===== config.mk =====
export PLATFORM = sky130hd
export DESIGN_NAME = mem_lsu
export DESIGN_NICKNAME = d
export VERILOG_FILES = /design/src/rtl/mem_lsu_pkg.sv /design/src/rtl/lsu_byte_seq.sv /design/src/rtl/mem_lsu.sv
export SDC_FILE = /design/constraint.sdc
export NUM_CORES = 1
export LEC_CHECK = 0
export CAP_MARGIN = 30
export CORE_MARGIN = 3
export CORE_UTILIZATION = 47
export DETAILED_ROUTE_END_ITERATION = 7
export PLACE_DENSITY = 0.81
export REMOVE_ABC_BUFFERS = 1
export SETUP_SLACK_MARGIN = 0.1
export SYNTH_ARGS = -nofsm -noshare
export SYNTH_HDL_FRONTEND = slang
export SYNTH_SLANG_ARGS = --single-unit
export TNS_END_PERCENT = 10

===== constraint.sdc =====
create_clock -name clk -period 3.4 [get_ports clk]
set_input_delay 0.51 -clock clk [delete_from_list [all_inputs] [get_ports clk]]
set_output_delay 0.51 -clock clk [all_outputs]
set_load 0.02 [all_outputs]

===== src/rtl/mem_lsu_pkg.sv =====
// Shared definitions for the MEM-stage load/store unit: op codes, FSM encoding,
// byte-count and load-extension helpers.
package mem_lsu_pkg;

    localparam int XLEN    = 32;
    localparam int BYTE_W  = 8;
    localparam int ALUOP_W = 8;
    localparam int REG_W   = 5;

    typedef logic [ALUOP_W-1:0] alu_op_t;
    typedef logic [REG_W-1:0]   reg_addr_t;

    localparam alu_op_t EX_NOP_OP = 8'h00;
    localparam alu_op_t EX_ADD_OP = 8'h01;
    localparam alu_op_t EX_LB_OP  = 8'h10;
    localparam alu_op_t EX_LH_OP  = 8'h11;
    localparam alu_op_t EX_LW_OP  = 8'h12;
    localparam alu_op_t EX_LBU_OP = 8'h13;
    localparam alu_op_t EX_LHU_OP = 8'h14;
    localparam alu_op_t EX_SB_OP  = 8'h18;
    localparam alu_op_t EX_SH_OP  = 8'h19;
    localparam alu_op_t EX_SW_OP  = 8'h1A;

    typedef enum logic [1:0] {
        LSU_IDLE,
        LSU_XFER,
        LSU_DONE
    } lsu_state_t;

    // Zero means the op does not touch memory.
    function automatic logic [2:0] byte_count(input alu_op_t op);
        case (op)
            EX_LB_OP, EX_LBU_OP, EX_SB_OP: byte_count = 3'd1;
            EX_LH_OP, EX_LHU_OP, EX_SH_OP: byte_count = 3'd2;
            EX_LW_OP, EX_SW_OP:            byte_count = 3'd4;
            default:                       byte_count = 3'd0;
        endcase
    endfunction

    function automatic logic is_store_op(input alu_op_t op);
        return (op == EX_SB_OP) || (op == EX_SH_OP) || (op == EX_SW_OP);
    endfunction

    function automatic logic [XLEN-1:0] load_extend(input alu_op_t op, input logic [XLEN-1:0] raw);
        case (op)
            EX_LB_OP:  load_extend = {{(XLEN-8){raw[7]}}, raw[7:0]};
            EX_LH_OP:  load_extend = {{(XLEN-16){raw[15]}}, raw[15:0]};
            EX_LBU_OP: load_extend = {{(XLEN-8){1'b0}}, raw[7:0]};
            EX_LHU_OP: load_extend = {{(XLEN-16){1'b0}}, raw[15:0]};
            default:   load_extend = raw;
        endcase
    endfunction

endpackage


===== src/rtl/lsu_byte_seq.sv =====
// Byte sequencer: walks k = 0..N-1 over the 8-bit memory port, holding
// address/data stable until each byte is acknowledged.
module lsu_byte_seq
    import mem_lsu_pkg::*;
(
    input  logic              clk,
    input  logic              rst,
    input  logic              start,
    input  logic              active,
    input  logic              store,
    input  logic [2:0]        n_bytes,
    input  logic [XLEN-1:0]   base_addr,
    input  logic [XLEN-1:0]   st_data,
    input  logic              mem_ack_i,
    output logic              mem_req_o,
    output logic              mem_we_o,
    output logic [XLEN-1:0]   mem_addr_o,
    output logic [BYTE_W-1:0] mem_wdata_o,
    output logic              byte_ack,
    output logic              last_ack,
    output logic [1:0]        byte_idx
);

    logic [1:0] k;

    always_ff @(posedge clk) begin
        if (!rst) begin
            k <= '0;
        end else if (start) begin
            k <= '0;
        end else if (byte_ack) begin
            k <= k + 2'd1;
        end
    end

    // An ack with no request outstanding never advances the counter.
    always_comb begin
        mem_req_o   = 1'b0;
        mem_we_o    = 1'b0;
        mem_addr_o  = '0;
        mem_wdata_o = '0;
        byte_ack    = 1'b0;
        last_ack    = 1'b0;
        if (active) begin
            mem_req_o   = 1'b1;
            mem_we_o    = store;
            mem_addr_o  = base_addr + {{(XLEN-2){1'b0}}, k};
            mem_wdata_o = st_data[{k, 3'b000} +: BYTE_W];
            byte_ack    = mem_ack_i;
            last_ack    = mem_ack_i && ({1'b0, k} == (n_bytes - 3'd1));
        end
    end

    assign byte_idx = k;

endmodule


===== src/rtl/mem_lsu.sv =====
// MEM-stage load/store unit: FSM, captured request, little-endian load assembly
// and the writeback mux; byte traffic is delegated to lsu_byte_seq.
module mem_lsu
    import mem_lsu_pkg::*;
(
    input  logic              clk,
    input  logic              rst,
    input  logic              valid_i,
    input  alu_op_t           aluop_i,
    input  logic [XLEN-1:0]   mem_addr_i,
    input  logic [XLEN-1:0]   st_data_i,
    input  logic              w_enable_i,
    input  reg_addr_t         w_addr_i,
    input  logic [XLEN-1:0]   w_data_i,
    output logic              w_enable_o,
    output reg_addr_t         w_addr_o,
    output logic [XLEN-1:0]   w_data_o,
    output logic              stall_req_o,
    output logic              mem_req_o,
    output logic              mem_we_o,
    output logic [XLEN-1:0]   mem_addr_o,
    output logic [BYTE_W-1:0] mem_wdata_o,
    input  logic [BYTE_W-1:0] mem_rdata_i,
    input  logic              mem_ack_i
);

    lsu_state_t      state, next_state;
    alu_op_t         op_q;
    logic [XLEN-1:0] addr_q, st_data_q, load_buf;
    reg_addr_t       w_addr_q;
    logic            start, byte_ack, last_ack;
    logic [1:0]      byte_idx;

    assign start = (state == LSU_IDLE) && valid_i && (byte_count(aluop_i) != 3'd0);

    // After capture the unit works only from its own copies of the request.
    always_ff @(posedge clk) begin
        if (!rst) begin
            state     <= LSU_IDLE;
            op_q      <= '0;
            addr_q    <= '0;
            st_data_q <= '0;
            w_addr_q  <= '0;
            load_buf  <= '0;
        end else begin
            state <= next_state;
            if (start) begin
                op_q      <= aluop_i;
                addr_q    <= mem_addr_i;
                st_data_q <= st_data_i;
                w_addr_q  <= w_addr_i;
                load_buf  <= '0;
            end else if (byte_ack && !is_store_op(op_q)) begin
                load_buf[{byte_idx, 3'b000} +: BYTE_W] <= mem_rdata_i;
            end
        end
    end

    lsu_byte_seq u_seq (
        .clk         (clk),
        .rst         (rst),
        .start       (start),
        .active      (state == LSU_XFER),
        .store       (is_store_op(op_q)),
        .n_bytes     (byte_count(op_q)),
        .base_addr   (addr_q),
        .st_data     (st_data_q),
        .mem_ack_i   (mem_ack_i),
        .mem_req_o   (mem_req_o),
        .mem_we_o    (mem_we_o),
        .mem_addr_o  (mem_addr_o),
        .mem_wdata_o (mem_wdata_o),
        .byte_ack    (byte_ack),
        .last_ack    (last_ack),
        .byte_idx    (byte_idx)
    );

    // Writes to x0 are suppressed in every state.
    always_comb begin
        next_state  = state;
        stall_req_o = 1'b0;
        w_enable_o  = 1'b0;
        w_addr_o    = '0;
        w_data_o    = '0;
        case (state)
            LSU_IDLE: begin
                if (valid_i) begin
                    if (byte_count(aluop_i) != 3'd0) begin
                        stall_req_o = 1'b1;
                        next_state  = LSU_XFER;
                    end else begin
                        w_enable_o = w_enable_i && (w_addr_i != '0);
                        w_addr_o   = w_addr_i;
                        w_data_o   = w_data_i;
                    end
                end
            end
            LSU_XFER: begin
                stall_req_o = 1'b1;
                if (last_ack) begin
                    next_state = LSU_DONE;
                end
            end
            LSU_DONE: begin
                next_state = LSU_IDLE;
                if (!is_store_op(op_q)) begin
                    w_enable_o = (w_addr_q != '0);
                    w_addr_o   = w_addr_q;
                    w_data_o   = load_extend(op_q, load_buf);
                end
            end
            default: next_state = LSU_IDLE;
        endcase
    end

endmodule

==> out/results.txt <==
outcome: completed
ANT nets after route: 0
worst slack at placement: -0.0172 ns
critical path cell sequence: ha_1, a21oi_1, nor4b_2, buf_4, nand4_1, xnor2_1, nor2_1, clkdlybuf4s50_1
Synth Register Bits: 116
Power, Total: 3.77 mW
Rows: 42
final number of setup-violating endpoints: 0
number of enable flip-flop cells after synthesis: 0
slew at the pin closest to its max-slew limit: 0.892 ns
GRT Total Usage: 24.3%
Hold Crit Class: reg2reg
path type of the worst setup path: reg2out
Rel. slew slack: 40.1%
CP Depth: 8
Worst VDD drop: 0.000253 V
Via Count: 6,507
Initial Utilization: 48.6%
worst hold slack: 0.453 ns
final hold vios: 0
TritonCTS Buffers: 17
Compound-Gate Fraction of Synth Area: 19.1%
Post-synth top flop: dfxtp_1
largest family of logic cells by synthesized area: simple AND/OR/NAND/NOR gates
Layout Nets: 1,159
Peak Freq: 309 MHz
TritonRoute pass-1 iters: 4
main area contributors after synthesis: dfxtp_1, nand2_1, a21oi_2
Max Buffers Root-to-Sink: 2
post-synthesis simple-gate area fraction: 29.5%
multiplexer area fraction after synthesis: 3.09%
largest fanout on the critical path: 5
# diodes: 0
final period utilization: 95.1%
Post-Synthesis Cells: 824
placed cell count: 1,179
most common cell after layout, fill and taps aside: nand2_1
Leak: 3.98 nW
Hold Path Depth: 2
global-route wire length before repair: 29.7 mm
Starting DRT DRC Count: 523
WL/cell: 15.9 um
setup slack after layout: 0.165 ns
Port Buffers: 202
adder-cell share of the synthesized area: 3.00%
routed wire length: 19.2 mm
Crit path largest cell delay: 0.63 ns
Avg Cell Area, Syn: 7.90 sq um
RSZ-0062 raised after global routing: true
Non-Filler Instances: 1,211
Worst Clk Skew: 0.00900 ns
Worst Path Buf+Inv: 2
xor/xnor cell area share of the yosys netlist: 4.30%
post-layout min period: 3.23 ns
Cell Area, Synth: 0.00651 sq mm
grt ovf: 0
Slowest cell on crit path: clkdlybuf4s50_1
most frequent cells in the layout: nand2_1, clkdlybuf4s50_1, dfxtp_1
post-route core utilization: 71.3%
clk_lat worst skew: 0.41 ns
largest area contributor in the netlist: dfxtp_1
Arr. time, crit path: 2.72 ns
Synth top area share: 35.7%
Core Area: 0.0134 sq mm
Worst EP required: 2.89 ns
Boundary Pins: 203
Slew Viols, Final: 0
vias in the first global route: 6,234
share of layout cells above drive strength 1: 16.0%
Setup crit end kind: output port
CTS tree: yes
total die area: 0.0153 sq mm
Yosys cell types: 58
# H-tree levels: 4
Final HPWL DP: 13.6 mm
Power per Cell Area: 395 mW/mm^2
Die W: 124 um
part of the Yosys area used for sequential elements: 35.7%
initial antenna violation count: 0
startpoint type of the worst setup path: register
Max-Cap Viols: 0
largest net degree at the start of global routing: 78
vias per cell: 5.37
total clock sinks: 116
asr flop ratio synth: 0%
synth-to-layout area growth: 46.7%
Die Height: 124 um
gpl congestion: 0.890
# DRC: 0
clock root buffer master: clkbuf_16
Synth warnings: 0
clock-pin slew on the worst setup and hold paths: 0.05 ns
Reg2Reg Depth: 10
cell family with most CP delay: buffers and inverters
==> cell families (layout without fill, tap and decap cells) <==
logic type / count (synthesis) / after routing
DFF: 116 / 116
adders and majority gates: 15 / 15
xor gates and xnor gates: 32 / 32
AOI/OAI and AO/OA: 181 / 181
muxes: 10 / 10
buffers and inverters: 63 / 274
and+or+nand+nor: 407 / 407
==> what timing repair did <==
action	4_1_cts	5_1_grt
buffers inserted	0	0
pin swaps	0	0
endpoints found under the hold margin	0	0
hold buffers	0	0
gates resized for setup	3	59
setup endpoints to repair	41	58
==> sequential cells by signal (all words and copies together), names as in the netlist, named ones only <==
register	count
u_seq.byte_idx	2
state	2
w_addr_q	5
addr_q	32
st_data_q	32
op_q	8
load_buf	32
==> final cells by class <==
cell class,instances,area [sq um]
clock buffers,24,512
clock inverters,8,168
fillers,1039,3850
inverters,13,50.0
multi-input cells,645,3890
flip-flops and latches,116,2320
well taps,176,220
repair buffers,229,2390
==> synth_stat cells (10+ instances only) <==
cell,count
a21oi_1,63
a21oi_2,60
a22o_1,13
and2_1,15
buf_2,10
clkbuf_1,27
dfxtp_1,116
ha_1,14
inv_1,11
nand2_1,204
nand2_2,21
nand3_1,44
nand4_1,15
nor2_1,54
o21ai_0,30
xnor2_1,10
xor2_1,22
==> layer usage <==
layer  up-vias  GRT usage, %  wire [um]
met5         -             0          0
met4         0          10.5        517
met3        39          6.95       1580
met2       242          39.0       9040
met1      3014          30.3       8100
li1       3212             -          -
==> final timing paths <==
path              slack (ns)         startpoint             end
setup / recovery        0.17  u_seq.byte_idx[1]  mem_addr_o[27]
hold / removal          0.45       load_buf[28]    load_buf[28]
setup reg to reg        0.77           state[0]        register
hold reg to reg         0.45       load_buf[28]    load_buf[28]
==> power breakdown <==
part           internal (mW)  leakage [nW]  total (mW)  switching [mW]
clock network           1.42         0.332        2.04           0.619
registers               1.37         0.935        1.37         0.00635
logic                  0.204          2.71       0.363           0.159
==> worst register-to-register path, stage by stage (launching register included) <==
cell,delay [ns]
dfxtp_1,0.39
or3b_2,0.58
a211oi_4,0.30
nand2_2,0.11
mux2i_1,0.31
nand2b_1,0.19
ha_1,0.21
nand4_1,0.10
o2bb2ai_1,0.15
nand3_1,0.09
a21oi_1,0.15
==> metrics by stage <==
stage	area [sq um]	setup TNS [ns]
2_1_floorplan	6210	-2.62
3_3_place_gp	8710	0
3_5_place_dp	8710	-0.0172
4_1_cts	9390	0
5_1_grt	9550	0
6_report	9550	0
Note: power is estimated with default switching activity, not from simulation.
==> variant (config.mk and constraints unchanged) <==
`ALUOP_W`: 8 -> 10.
--- a/src/rtl/mem_lsu_pkg.sv
+++ b/src/rtl/mem_lsu_pkg.sv
@@ -5,5 +5,5 @@
     localparam int XLEN    = 32;
     localparam int BYTE_W  = 8;
-    localparam int ALUOP_W = 8;
+    localparam int ALUOP_W = 10;
     localparam int REG_W   = 5;
 
Interface: changed (resized aluop_i); port bits go from 203 to 205. The function was not compared with the original's and may differ.
==> variant against the original RTL <==
Wire length shrank 5.3%. Sequential cell count increased by 2. Synthesized cell count decreased by 3.3%. Setup slack got worse by 0.019 ns. Register-to-register slack better by 0.22 ns. Synthesized area is 2.9% lower. Sequential share of layout area grew 1.4 points. Utilization about the same. Cell count is 1.5% lower. Cell area is 3.9% lower. First-iteration DRC count down 23%. Count of clock-buffer cells in the layout fell by 1. Total power shrank 2.4%.
==> variant: results (changes against the original RTL) <==
cts:
  clk_pin_slew_ns: 0.05  # about the same
  clkLatencyLatePin_ns: 0.41  # about the same
  clockBufferDepth: 2  # unchanged
  ctsResizeCount: 43  # +40
  cts_root_buffer: "clkbuf_16"
  cts-buffers-inserted: 17  # unchanged
synth:
  synth_common_cells: "nand2_1 (195), dfxtp_1 (118), a21oi_1 (99)"
  synthTopCellsByArea: "dfxtp_1 (37%), nand2_1 (12%), a21oi_1 (7.8%)"
  syn-instance-count: 797  # -3.3%
  yosysSeqAreaShare_pct: 37.4  # +1.7 points
  synth.distinct_cells: 62  # +6.9%
status:
  status: "complete, no violations"
grt:
  grt_pass1_vias: 6041  # -3.1%
  grt_start_max_net_pins: 70  # -10%
  grt_pass1_wl_mm: 28.5  # -4.0%
  globalRouteTotalUtil_pct: 23.6  # -0.67 points
cells_and_area:
  fillCellCount: 1024  # -1.4%
  drive_gt1_share_pct: 13.4  # -2.6 points
  final_cells: 1193  # -1.5%
  fin_nets: 1148  # -0.95%
route:
  drt-pass1-iter-count: 5  # +1
  viasPerCell: 5.39  # +0.31%
  wl_per_cell_um: 15.3  # -3.9%
  drt-initial-drc-count: 403  # -23%
critical_path:
  reg2reg_depth: 6  # -4
  arrival_ns: 2.74  # +0.02 ns
  r2r_slack_ns: 0.99  # +0.22 ns
  critPathTopFamily: "buffers and inverters"
  critPathMaxFanout: 38  # +33
  slowest_delay_ns: 0.48  # -0.15 ns
power:
  leakagePower_nw: 3.55  # -11%
  ir_worst_vdd_uv: 241  # -4.8%
  power_switching_mw: 0.749  # -4.6%
place:
  place_area_um2: 8640  # -0.76%
  place_congestion: 0.860  # -3.4%
  dpl.hpwl_mm: 13.0  # -4.3%
  io_buffers: 204  # +0.99%
sta:
  skew_ns: 0.00815  # -0.000851 ns
  worstMarginPinSlew_ns: 0.844  # -0.0479 ns
==> variant: changes by cell type after synthesis, sizes merged, moves of 6 or more <==
cell    before  now
clkbuf      27   33
a32o         0    8
a22o        13   29
nand3       44   29
nor2        54   62
nand2      225  195
a21oi      123   99
nand4       16    9
==> variant: path summary, 6_finish.rpt <==
kind	from	endpoint
min reg2reg	st_data_q[17]	st_data_q[17]
max	aluop_i[0]	w_enable_o
max reg2reg	u_seq.byte_idx[0]	load_buf[29]
min	st_data_q[17]	st_data_q[17]
==> variant: final cells by class <==
cell class	count	area share (%)
sequential	118	25.7
multi-input combinational	615	39.8
inverter	13	0.531
timing repair buffer	244	24.5
tap	172	2.34
clock inverter	8	1.85
clock buffer	23	5.21
==> variant: worst reg2reg max path: cells and delay by family (launching register included) <==
family,cells,cell delay (ns)
compound gates,1,0.18
fa+ha+maj,1,0.40
simple gates,2,0.91
flops,1,0.36
buf+inv,2,0.49
==> variant: through the flow <==
step	hold WS [ns]	util, %	setup WS [ns]	power [mW]
after CTS	0.447	71.7	0.118	3.71
final	0.445	71.3	0.146	3.68
after detailed placement	0.440	67.1	-0.169	1.77
after global placement	0.437	67.1	-0.157	1.77
after global routing	0.460	71.3	-0.00170	3.79
after floorplan	0.429	-	-0.585	1.53
==> variant: logic make-up after synthesis <==
logic type	share of synthesized area, %
simple gates	27.3
flops	37.4
mux	2.85
compound gates	20.2
buf+inv	5.07
fa+ha+maj	3.09
xor+xnor	4.16
==> variant: layer usage <==
metal	routed length [um]	global-route usage, %
met5	0	0
met4	322	7.42
met3	1620	7.29
met2	8550	39.5
met1	7720	29.0
==> variant: power by group through the flow <==
stage          Combinational [mW]  Sequential (mW)  Clock, mW
2_1_floorplan               0.108             1.42          0
3_3_place_gp                0.352             1.42          0
3_5_place_dp                0.354             1.42          0
4_1_cts                     0.338             1.39       1.98
5_1_grt                     0.357             1.39       2.04
6_report                    0.336             1.39       1.96
